$ cat config.mk
export PLATFORM = sky130hd
export DESIGN_NAME = uart_tx_frame
export DESIGN_NICKNAME = d
export VERILOG_FILES = /design/src/rtl/uart_pkg.sv /design/src/rtl/uart_bit_timer.sv /design/src/rtl/uart_tx_frame.sv
export SDC_FILE = /design/constraint.sdc
export NUM_CORES = 1
export LEC_CHECK = 0
export ABC_AREA = 1
export CAP_MARGIN = 0
export CELL_PAD_IN_SITES_DETAIL_PLACEMENT = 0
export CELL_PAD_IN_SITES_GLOBAL_PLACEMENT = 1
export CORE_UTILIZATION = 37
export DETAILED_ROUTE_END_ITERATION = 10
export MAX_ROUTING_LAYER = met4
export PLACE_DENSITY = 0.83
export SYNTH_ARGS = -nofsm -noshare
export SYNTH_HDL_FRONTEND = slang
export SYNTH_SLANG_ARGS = --single-unit
export TNS_END_PERCENT = 10
$ cat constraint.sdc
create_clock -name clk -period 2.1 [get_ports clk]
set_input_delay 0.42 -clock clk [delete_from_list [all_inputs] [get_ports clk]]
set_output_delay 0.42 -clock clk [all_outputs]
set_load 0.05 [all_outputs]
$ cat src/rtl/uart_pkg.sv
// Shared UART definitions: frame FSM states, parity mode encodings and the
// data-width clamp used when a word is accepted.
package uart_pkg;

  typedef enum logic [2:0] {
    IDLE,
    START,
    DATA,
    PARITY,
    STOP
  } tx_state_e;

  localparam logic [1:0] PAR_NONE = 2'b00;
  localparam logic [1:0] PAR_EVEN = 2'b01;
  localparam logic [1:0] PAR_ODD  = 2'b10;

  // Zero or oversize requests fall back to the widest supported word.
  function automatic logic [5:0] clamp_bits(input logic [5:0] bits, input int unsigned max_w);
    if (bits == 6'd0 || 32'(bits) > max_w) return 6'(max_w);
    return bits;
  endfunction

endpackage

$ cat src/rtl/uart_bit_timer.sv
// Bit-period down-counter: load N (0 treated as 1) starts at N-1, tc_o marks
// the last cycle of the period. Also intended for the receiver side.
module uart_bit_timer #(
  parameter int DIV_W = 16
) (
  input  logic             clk_i,
  input  logic             rst_i,
  input  logic             load_i,
  input  logic [DIV_W-1:0] val_i,
  output logic             tc_o
);

  logic [DIV_W-1:0] cnt_q, cnt_d;

  always_comb begin
    cnt_d = cnt_q;
    if (load_i) begin
      cnt_d = (val_i == '0) ? '0 : val_i - DIV_W'(1);
    end else if (cnt_q != '0) begin
      cnt_d = cnt_q - DIV_W'(1);
    end
  end

  always_ff @(posedge clk_i) begin
    if (rst_i) cnt_q <= '0;
    else       cnt_q <= cnt_d;
  end

  assign tc_o = (cnt_q == '0);

endmodule

$ cat src/rtl/uart_tx_frame.sv
// UART frame transmitter: start, 1..MAX_WORD_SIZE data bits LSB first,
// optional parity, 1 or 2 stop bits, with ready/start handshake and done pulse.
module uart_tx_frame
  import uart_pkg::*;
#(
  parameter int MAX_WORD_SIZE = 8,
  parameter int DIV_W         = 16
) (
  input  logic                     clk,
  input  logic                     rst,
  input  logic [MAX_WORD_SIZE-1:0] din,
  input  logic [5:0]               tx_bits,
  input  logic [DIV_W-1:0]         clks_per_bit,
  input  logic [1:0]               parity_mode,
  input  logic                     two_stop,
  input  logic                     tx_start,
  output logic                     tx_ready,
  output logic                     tx_done,
  output logic                     tx
);

  localparam int IW = $clog2(MAX_WORD_SIZE + 1);
  // Shadow padded to a power of two so idx can index it at full width.
  localparam int SW = 2 ** IW;

  tx_state_e        state_q, state_d;
  logic [IW-1:0]    idx_q, idx_d;
  logic [IW-1:0]    last_q, last_d;
  logic [SW-1:0]    shadow_q, shadow_d;
  logic [DIV_W-1:0] div_q, div_d;
  logic             par_q, par_d;
  logic             par_en_q, par_en_d;
  logic             stop2_q, stop2_d;
  logic             tx_q, tx_d;
  logic             done_q, done_d;
  logic             tmr_load, tmr_tc;
  logic [DIV_W-1:0] tmr_val;

  // Accepting frame loads straight from the input; later bits reuse the latch.
  assign tmr_val = (state_q == IDLE) ? clks_per_bit : div_q;

  uart_bit_timer #(.DIV_W(DIV_W)) u_timer (
    .clk_i  (clk),
    .rst_i  (rst),
    .load_i (tmr_load),
    .val_i  (tmr_val),
    .tc_o   (tmr_tc)
  );

  always_comb begin
    state_d  = state_q;
    idx_d    = idx_q;
    last_d   = last_q;
    shadow_d = shadow_q;
    div_d    = div_q;
    par_d    = par_q;
    par_en_d = par_en_q;
    stop2_d  = stop2_q;
    done_d   = 1'b0;
    tmr_load = 1'b0;
    case (state_q)
      IDLE: begin
        if (tx_start) begin
          shadow_d = SW'(din);
          last_d   = IW'(clamp_bits(tx_bits, MAX_WORD_SIZE) - 6'd1);
          div_d    = clks_per_bit;
          par_en_d = (parity_mode == PAR_EVEN) || (parity_mode == PAR_ODD);
          // Odd parity is the even XOR seeded with 1.
          par_d    = (parity_mode == PAR_ODD);
          stop2_d  = two_stop;
          idx_d    = '0;
          tmr_load = 1'b1;
          state_d  = START;
        end
      end
      START: begin
        if (tmr_tc) begin
          tmr_load = 1'b1;
          state_d  = DATA;
        end
      end
      DATA: begin
        if (tmr_tc) begin
          tmr_load = 1'b1;
          par_d    = par_q ^ shadow_q[idx_q];
          if (idx_q == last_q) state_d = par_en_q ? PARITY : STOP;
          else                 idx_d   = idx_q + IW'(1);
        end
      end
      PARITY: begin
        if (tmr_tc) begin
          tmr_load = 1'b1;
          state_d  = STOP;
        end
      end
      STOP: begin
        if (tmr_tc) begin
          if (stop2_q) begin
            stop2_d  = 1'b0;
            tmr_load = 1'b1;
          end else begin
            state_d = IDLE;
            done_d  = 1'b1;
          end
        end
      end
      default: state_d = IDLE;
    endcase
  end

  // Line level follows the state being entered, so tx stays registered.
  always_comb begin
    tx_d = 1'b1;
    case (state_d)
      START:   tx_d = 1'b0;
      DATA:    tx_d = shadow_d[idx_d];
      PARITY:  tx_d = par_d;
      default: tx_d = 1'b1;
    endcase
  end

  always_ff @(posedge clk) begin
    if (rst) begin
      state_q  <= IDLE;
      idx_q    <= '0;
      last_q   <= '0;
      shadow_q <= '0;
      div_q    <= '0;
      par_q    <= 1'b0;
      par_en_q <= 1'b0;
      stop2_q  <= 1'b0;
      tx_q     <= 1'b1;
      done_q   <= 1'b0;
    end else begin
      state_q  <= state_d;
      idx_q    <= idx_d;
      last_q   <= last_d;
      shadow_q <= shadow_d;
      div_q    <= div_d;
      par_q    <= par_d;
      par_en_q <= par_en_d;
      stop2_q  <= stop2_d;
      tx_q     <= tx_d;
      done_q   <= done_d;
    end
  end

  assign tx_ready = (state_q == IDLE);
  assign tx_done  = done_q;
  assign tx       = tx_q;

endmodule

[After elaboration in Yosys (flattened, before gate mapping)]
Index checks and enable logic that the tools add are counted.
Storage, ports and cells
  bits in registers: 64
  latch bits: 0
  bits in writable memories: 0
  bits in read-only memories: 0
  input port bits: 36
  output and inout bits: 3
  memories: 0
Cells by class
  add/subtract/negate cells: 4
  multipliers: 0
  divide/modulo/power cells: 0
  magnitude comparators: 3
  equal/unequal tests: 12
  shifts and indexed selects: 0
  mux-type cells: 43
  bitwise gates (word level): 3
  reduce and logical (&&, ||, !) cells: 13
Operators by type and width (number)
  $mux 16: 6
  $logic_not 16->1: 2
  $sub 16x1->16 const B: 2
  $mux 4: 7
  $mux 3: 8
  $reduce_bool 16->1: 1
  $pmux 3 s5: 1
  $mux 1: 14
  $eq 3x2->1 const B: 4
  $lt 4x5->1 const B: 2
  $bmux 1 s4: 2
  $pmux 4 s2: 1
  $eq 3x1->1 const B: 2
  $gt 6x4->1 const B: 1
  $logic_not 6->1: 1
  $pmux 1 s3: 2
  $reduce_or 3->1: 2
  $add 4x1->4 const B: 1
  $eq 4x4->1: 1
  $ne 2x2->1 const B: 2
  $pmux 1 s2: 2
  $reduce_bool 2->1: 2
  $sub 4x1->4 const B: 1
  $eq 3x3->1 const B: 1
  8 further kinds: 10

[Logic depth before layout (Yosys ltp)]
  word-level depth: 9
  depth in mapped cells: 16
  mapped depth without buffers: 15

[Cells and area by module]
Synthesis repeated with hierarchy kept, for this count alone.
Second synthesis, totals
  cells, all modules: 656
  area, all modules: 4181.5 um2
Modules (own cells, without submodules)
  uart_tx_frame: times used 1, cells an instance 393, area each 2623.8 um2
  uart_bit_timer: times used 1, cells an instance 263, area each 1557.7 um2

[Worst setup path after synthesis]
No wires, ideal clock.
  path kind: reg-to-reg
  from: register state_q[2]
  to: register u_timer.cnt_q[14]
  data arrival time: 1.934 ns
  required time: 1.983 ns
  slack: 0.049 ns
  stages on the path, launching flop included: 12
  path through: dfxtp_1 nor2_2 nand2_4 buf_6 o21ai_2 ha_1 nand3_1 nor2_1 nand4_1 xnor2_1 a22oi_1 nor2_1
On the way
  longest elaborated chain between the ends: 5
  elaborated cells between the ends (all ways): 13
Ends and longest elaborated chain
  start, declared: line uart_tx_frame.sv:26  | tx_state_e state_q, state_d;
  start signal, assigned: line uart_tx_frame.sv:135  | state_q <= state_d;
  $logic_not 3->1: line uart_tx_frame.sv:40, uart_tx_frame.sv:61
  $mux 16: line uart_tx_frame.sv:40  | assign tmr_val = (state_q == IDLE) ? clks_per_bit : div_q;
  $sub 16x1->16 or $logic_not 16->1 (tied branches): line uart_bit_timer.sv:18  | cnt_d = (val_i == '0) ? '0 : val_i - DIV_W'(1);
  $mux 16: line uart_bit_timer.sv:18
  $mux 16: line uart_bit_timer.sv:17  | if (load_i) begin
  end signal, assigned: line uart_bit_timer.sv:26  | else cnt_q <= cnt_d;
  end, declared: line uart_bit_timer.sv:13  | logic [DIV_W-1:0] cnt_q, cnt_d;
Several ways; a longest one is shown, not always the timed one.
A chain may end at the register's enable or synchronous reset.

[Worst setup path in the final report]
  from: register u_timer.cnt_q[0]
  to: register tx_q (netlist: tx)
On the way
  longest elaborated chain between the ends: 6
  elaborated cells between the ends (all ways): 16
Ends and longest elaborated chain
  $logic_not 16->1 (*): line uart_bit_timer.sv:29  | assign tc_o = (cnt_q == '0);
  $mux 4: line uart_tx_frame.sv:83  | if (tmr_tc) begin
  $pmux 4 s2: line uart_tx_frame.sv:61  | case (state_q)
  $bmux 1 s4: line uart_tx_frame.sv:116  | DATA: tx_d = shadow_d[idx_d];
  $mux 1 (implied by the code): line uart_tx_frame.sv:116
  $pmux 1 s3 (*): line uart_tx_frame.sv:114  | case (state_d)
  end signal, assigned: line uart_tx_frame.sv:143  | tx_q <= tx_d;
  end, declared: line uart_tx_frame.sv:34  | logic tx_q, tx_d;
Mark *: on every way between the ends. The rest lies on a longest branch, timed or not. The select of a mux whose other input is x is not followed.

==> run_results.csv <==
group,metric,value,unit
status,status,"completed",
pwr,power_density,1210,nW/um2
global_route,grt_usage,20.1,%
global_route,globalRouteOverflowTotal,0,
clocking,path_clk_slew,0.07,ns
sta,finalSetupViolCount,0,
pwr,p_comb_share,59.6,%
clocking,cts_buffers,9,
sta,setup_tns,0,ns
hold_path,hold_class,"reg -> reg",
final_layout,stdcell_area,5470,um2
route,dr_total_vias,4169,
clocking,htreeDepth,3,
hold_path,hold_start,"div_q[14]",
synthesis,synthCells,603,
place,gp_congestion,0.892,
sta,slew_headroom,67.4,%
final_layout,antennaDiodeCount,0,
pwr,seqPwrFrac,24.6,%
final_layout,n_fill_cell,1045,
floorplan,die_area,10900,um2
place,port_buffers,38,
floorplan,ios,39,
hold_path,min_path_cells,2,
pwr,intPower,0.00377,W
synthesis,async_reset_ff_share,0,%
setup_path,cp_max_fo,8,
floorplan,initial_core_util,37.9,%
clocking,cts_sinks,64,
pwr,p_total,0.00661,W
place,hpwlAfterDp,7810,um
route,drtIter0Drc,179,
clocking,cts_tree,"yes",
synthesis,synth-main-ff-cell,"dfxtp_1",
synthesis,avgSynthCellArea,6.46,um2
sta,fmaxAchievable,484,MHz
pwr,switchingPower,0.00284,W
floorplan,fp.coreArea,10300,um2
clocking,root_buffer,"clkbuf_8",
final_layout,area.growth.synth_to_final,40.5,%
final_layout,layout.nets,764,
route,ant_nets,0,
floorplan,die_y,105,um
floorplan,die_x,105,um
clocking,cts_max_path_buffers,2,
sta,clock-skew-final,0.00652,ns
synthesis,synthDistinctLibCells,41,
synthesis,syn_nets,645,
route,drt_first_pass_iters,4,
synthesis,yosysSeqAreaShare,32.9,%
setup_path,r2r_cells,15,
floorplan,std_cell_rows,37,
synthesis,syn_area,3890,um2
final_layout,final_cells,863,
setup_path,start_kind,"flop",
synthesis,synth_seq_cells,64,
place,post-place-cells,837,
global_route,grt_pass1_vias,3825,
sta,fin_crit,2.07,ns
setup_path,crit_arrival,2.30,ns
sta,rsz0062_at_grt,"true",
run,max-cap-violations,0,
route,viasPerCell,4.83,
pwr,p_clk_share,15.8,%
setup_path,timing.reg2reg.setup_slack,0.03,ns
final_layout,fin_util,53.3,%
route,drt_wl_total,10900,um
route,wl_per_cell,12.6,um
setup_path,r2r_start,"u_timer.cnt_q[0]",
pwr,irDropWorstVdd,0.507,mV
clocking,clk_latency,0.35,ns
sta,hold_violations,0,
pwr,p_sw_share,43.0,%
global_route,antenna_found_initial,0,
synthesis,synth-edff-count,0,
route,drc,0,
hold_path,holdPathEnd,"div_q[14]",
global_route,grt_pass1_wl,17300,um
final_layout,drive_gt1_share,22.6,%
sta,worst-slew-pin-transition,0.488,ns
setup_path,cp-end-kind,"flop",
pwr,p_leak,2.45,nW
sta,finalCritPeriodShare,98.4,%
setup_path,r2r-end,"tx",
synthesis,yosysWarnings,0,
place,dpl_cell_area,4990,um2
setup_path,criticalPathCategory,"reg -> reg",
setup_path,cp.required,2.33,ns
global_route,grt_max_degree,36,
sta,drv_slew,0,
==> state kept, by name, indices dropped and copies added (netlist names) <==
name,flops
div_q,16
idx_q,4
last_q,4
par_en_q,1
par_q,1
shadow_q,16
state_q,3
stop2_q,1
tx,1
tx_done,1
u_timer.cnt_q,16
==> cell usage in the layout, fill, tap and decap left out, types with 3 or more instances in the layout <==
| cell | count |
|---|---|
| o21ai_2 | 8 |
| clkbuf_1 | 3 |
| inv_1 | 87 |
| nand3b_1 | 3 |
| buf_6 | 5 |
| inv_2 | 3 |
| xor2_1 | 10 |
| dfxtp_1 | 62 |
| buf_12 | 6 |
| o21ai_1 | 6 |
| o21a_1 | 6 |
| o21ai_0 | 45 |
| nand2_4 | 4 |
| buf_4 | 77 |
| ha_1 | 5 |
| or2_2 | 6 |
| a21oi_1 | 52 |
| nand2_2 | 10 |
| nand3_2 | 3 |
| nand4_1 | 11 |
| nand2_1 | 111 |
| clkdlybuf4s50_1 | 37 |
| nor2_1 | 60 |
| clkbuf_8 | 9 |
| nor3_1 | 10 |
| o21ai_4 | 5 |
| nor2_4 | 6 |
| clkinv_2 | 3 |
| nand3_1 | 39 |
| nor2_2 | 3 |
| xnor2_1 | 6 |
==> critical path: stages (launching register included) <==
cell,delay (ns)
dfxtp_1,0.31
inv_1,0.09
ha_2,0.19
inv_1,0.07
nor2_4,0.11
nand2_1,0.08
nor2_2,0.10
buf_6,0.16
nand4_4,0.12
buf_6,0.17
nand3_1,0.09
nand3_1,0.08
nand3_1,0.08
nand3_1,0.11
nand3_1,0.10
nand3_1,0.07
==> worst max path at each step <==
| stage | from | to | cells past startpoint |
|---|---|---|---|
| detailed placement | tx_bits[0] | last_q[2] | 9 |
| finish | u_timer.cnt_q[0] | tx | 15 |
| global placement | tx_bits[0] | last_q[2] | 9 |
| global route | u_timer.cnt_q[0] | tx | 15 |
| floorplan | state_q[2] | u_timer.cnt_q[14] | 11 |
| CTS | u_timer.cnt_q[1] | tx | 15 |
==> power by group through the flow <==
stage,clock [W],combinational (W),sequential [W]
6_report,0.00104,0.00394,0.00163
2_1_floorplan,0,0.00219,0.00165
5_1_grt,0.00111,0.00437,0.00166
3_5_place_dp,0,0.00346,0.00165
3_3_place_gp,0,0.00341,0.00164
4_1_cts,0.00106,0.00358,0.00162
==> cell usage after synthesis (all sizes together), types with 6 or more instances <==
master	n	share of area (%)
buf	7	1.5
nand4	12	2.1
a21oi	53	6.9
xnor2	6	1.3
o21ai	64	8.9
o21a	6	1.2
nand3	43	5.7
or2	6	0.96
dfxtp	64	33
xor2	10	2.2
nor2	69	7.3
ha	6	1.9
nand2	123	12
inv	93	9.0
nor3	13	1.8
clkbuf	12	1.2
==> per-layer routing <==
metal | vias to the layer above | wire length [um] | GRT usage, %
li1 | 2192 | - | -
met1 | 1890 | 5430 | 27.5
met2 | 67 | 4770 | 29.7
met3 | 20 | 413 | 2.87
met4 | 0 | 249 | 8.05
met5 | - | 0 | -
==> cell type report <==
cell class                      count  area (um2)  share of cell area (%)
Clock buffer                       12         135                    2.47
Multi-Input combinational cell    428        2350                    43.0
Inverter                           94         363                    6.63
Timing Repair Buffer              125        1120                    20.5
Clock inverter                      4        45.0                   0.823
Tap cell                          136         170                    3.11
Sequential cell                    64        1280                    23.5
==> logic make-up (layout without fill, tap and decap cells) <==
logic type      Yosys count  in the layout  share of synthesized area (%)
simple gates            273            275                           31.4
fa+ha+maj                 6              6                           1.93
flops                    64             64                           32.9
buf+inv                 113            235                           11.8
xor+xnor                 16             16                           3.60
compound gates          131            131                           18.4
==> per-stage QoR <==
step,hold WS [ns],setup slack (ns)
floorplan,0.425,0.0493
global placement,0.436,-0.243
detailed placement,0.439,-0.325
CTS,0.448,0.00195
global route,0.467,-0.116
finish,0.448,0.0344
==> what timing repair did <==
action / in CTS / in global routing
hold buffers: 0 / 0
setup endpoints to repair: 16 / 18
gates cloned: 0 / 2
pin swaps: 1 / 12
buffers inserted: 3 / 5
resized for setup: 7 / 48
hold endpoints to repair: 0 / 0
Note: power is estimated with default switching activity, not from simulation.
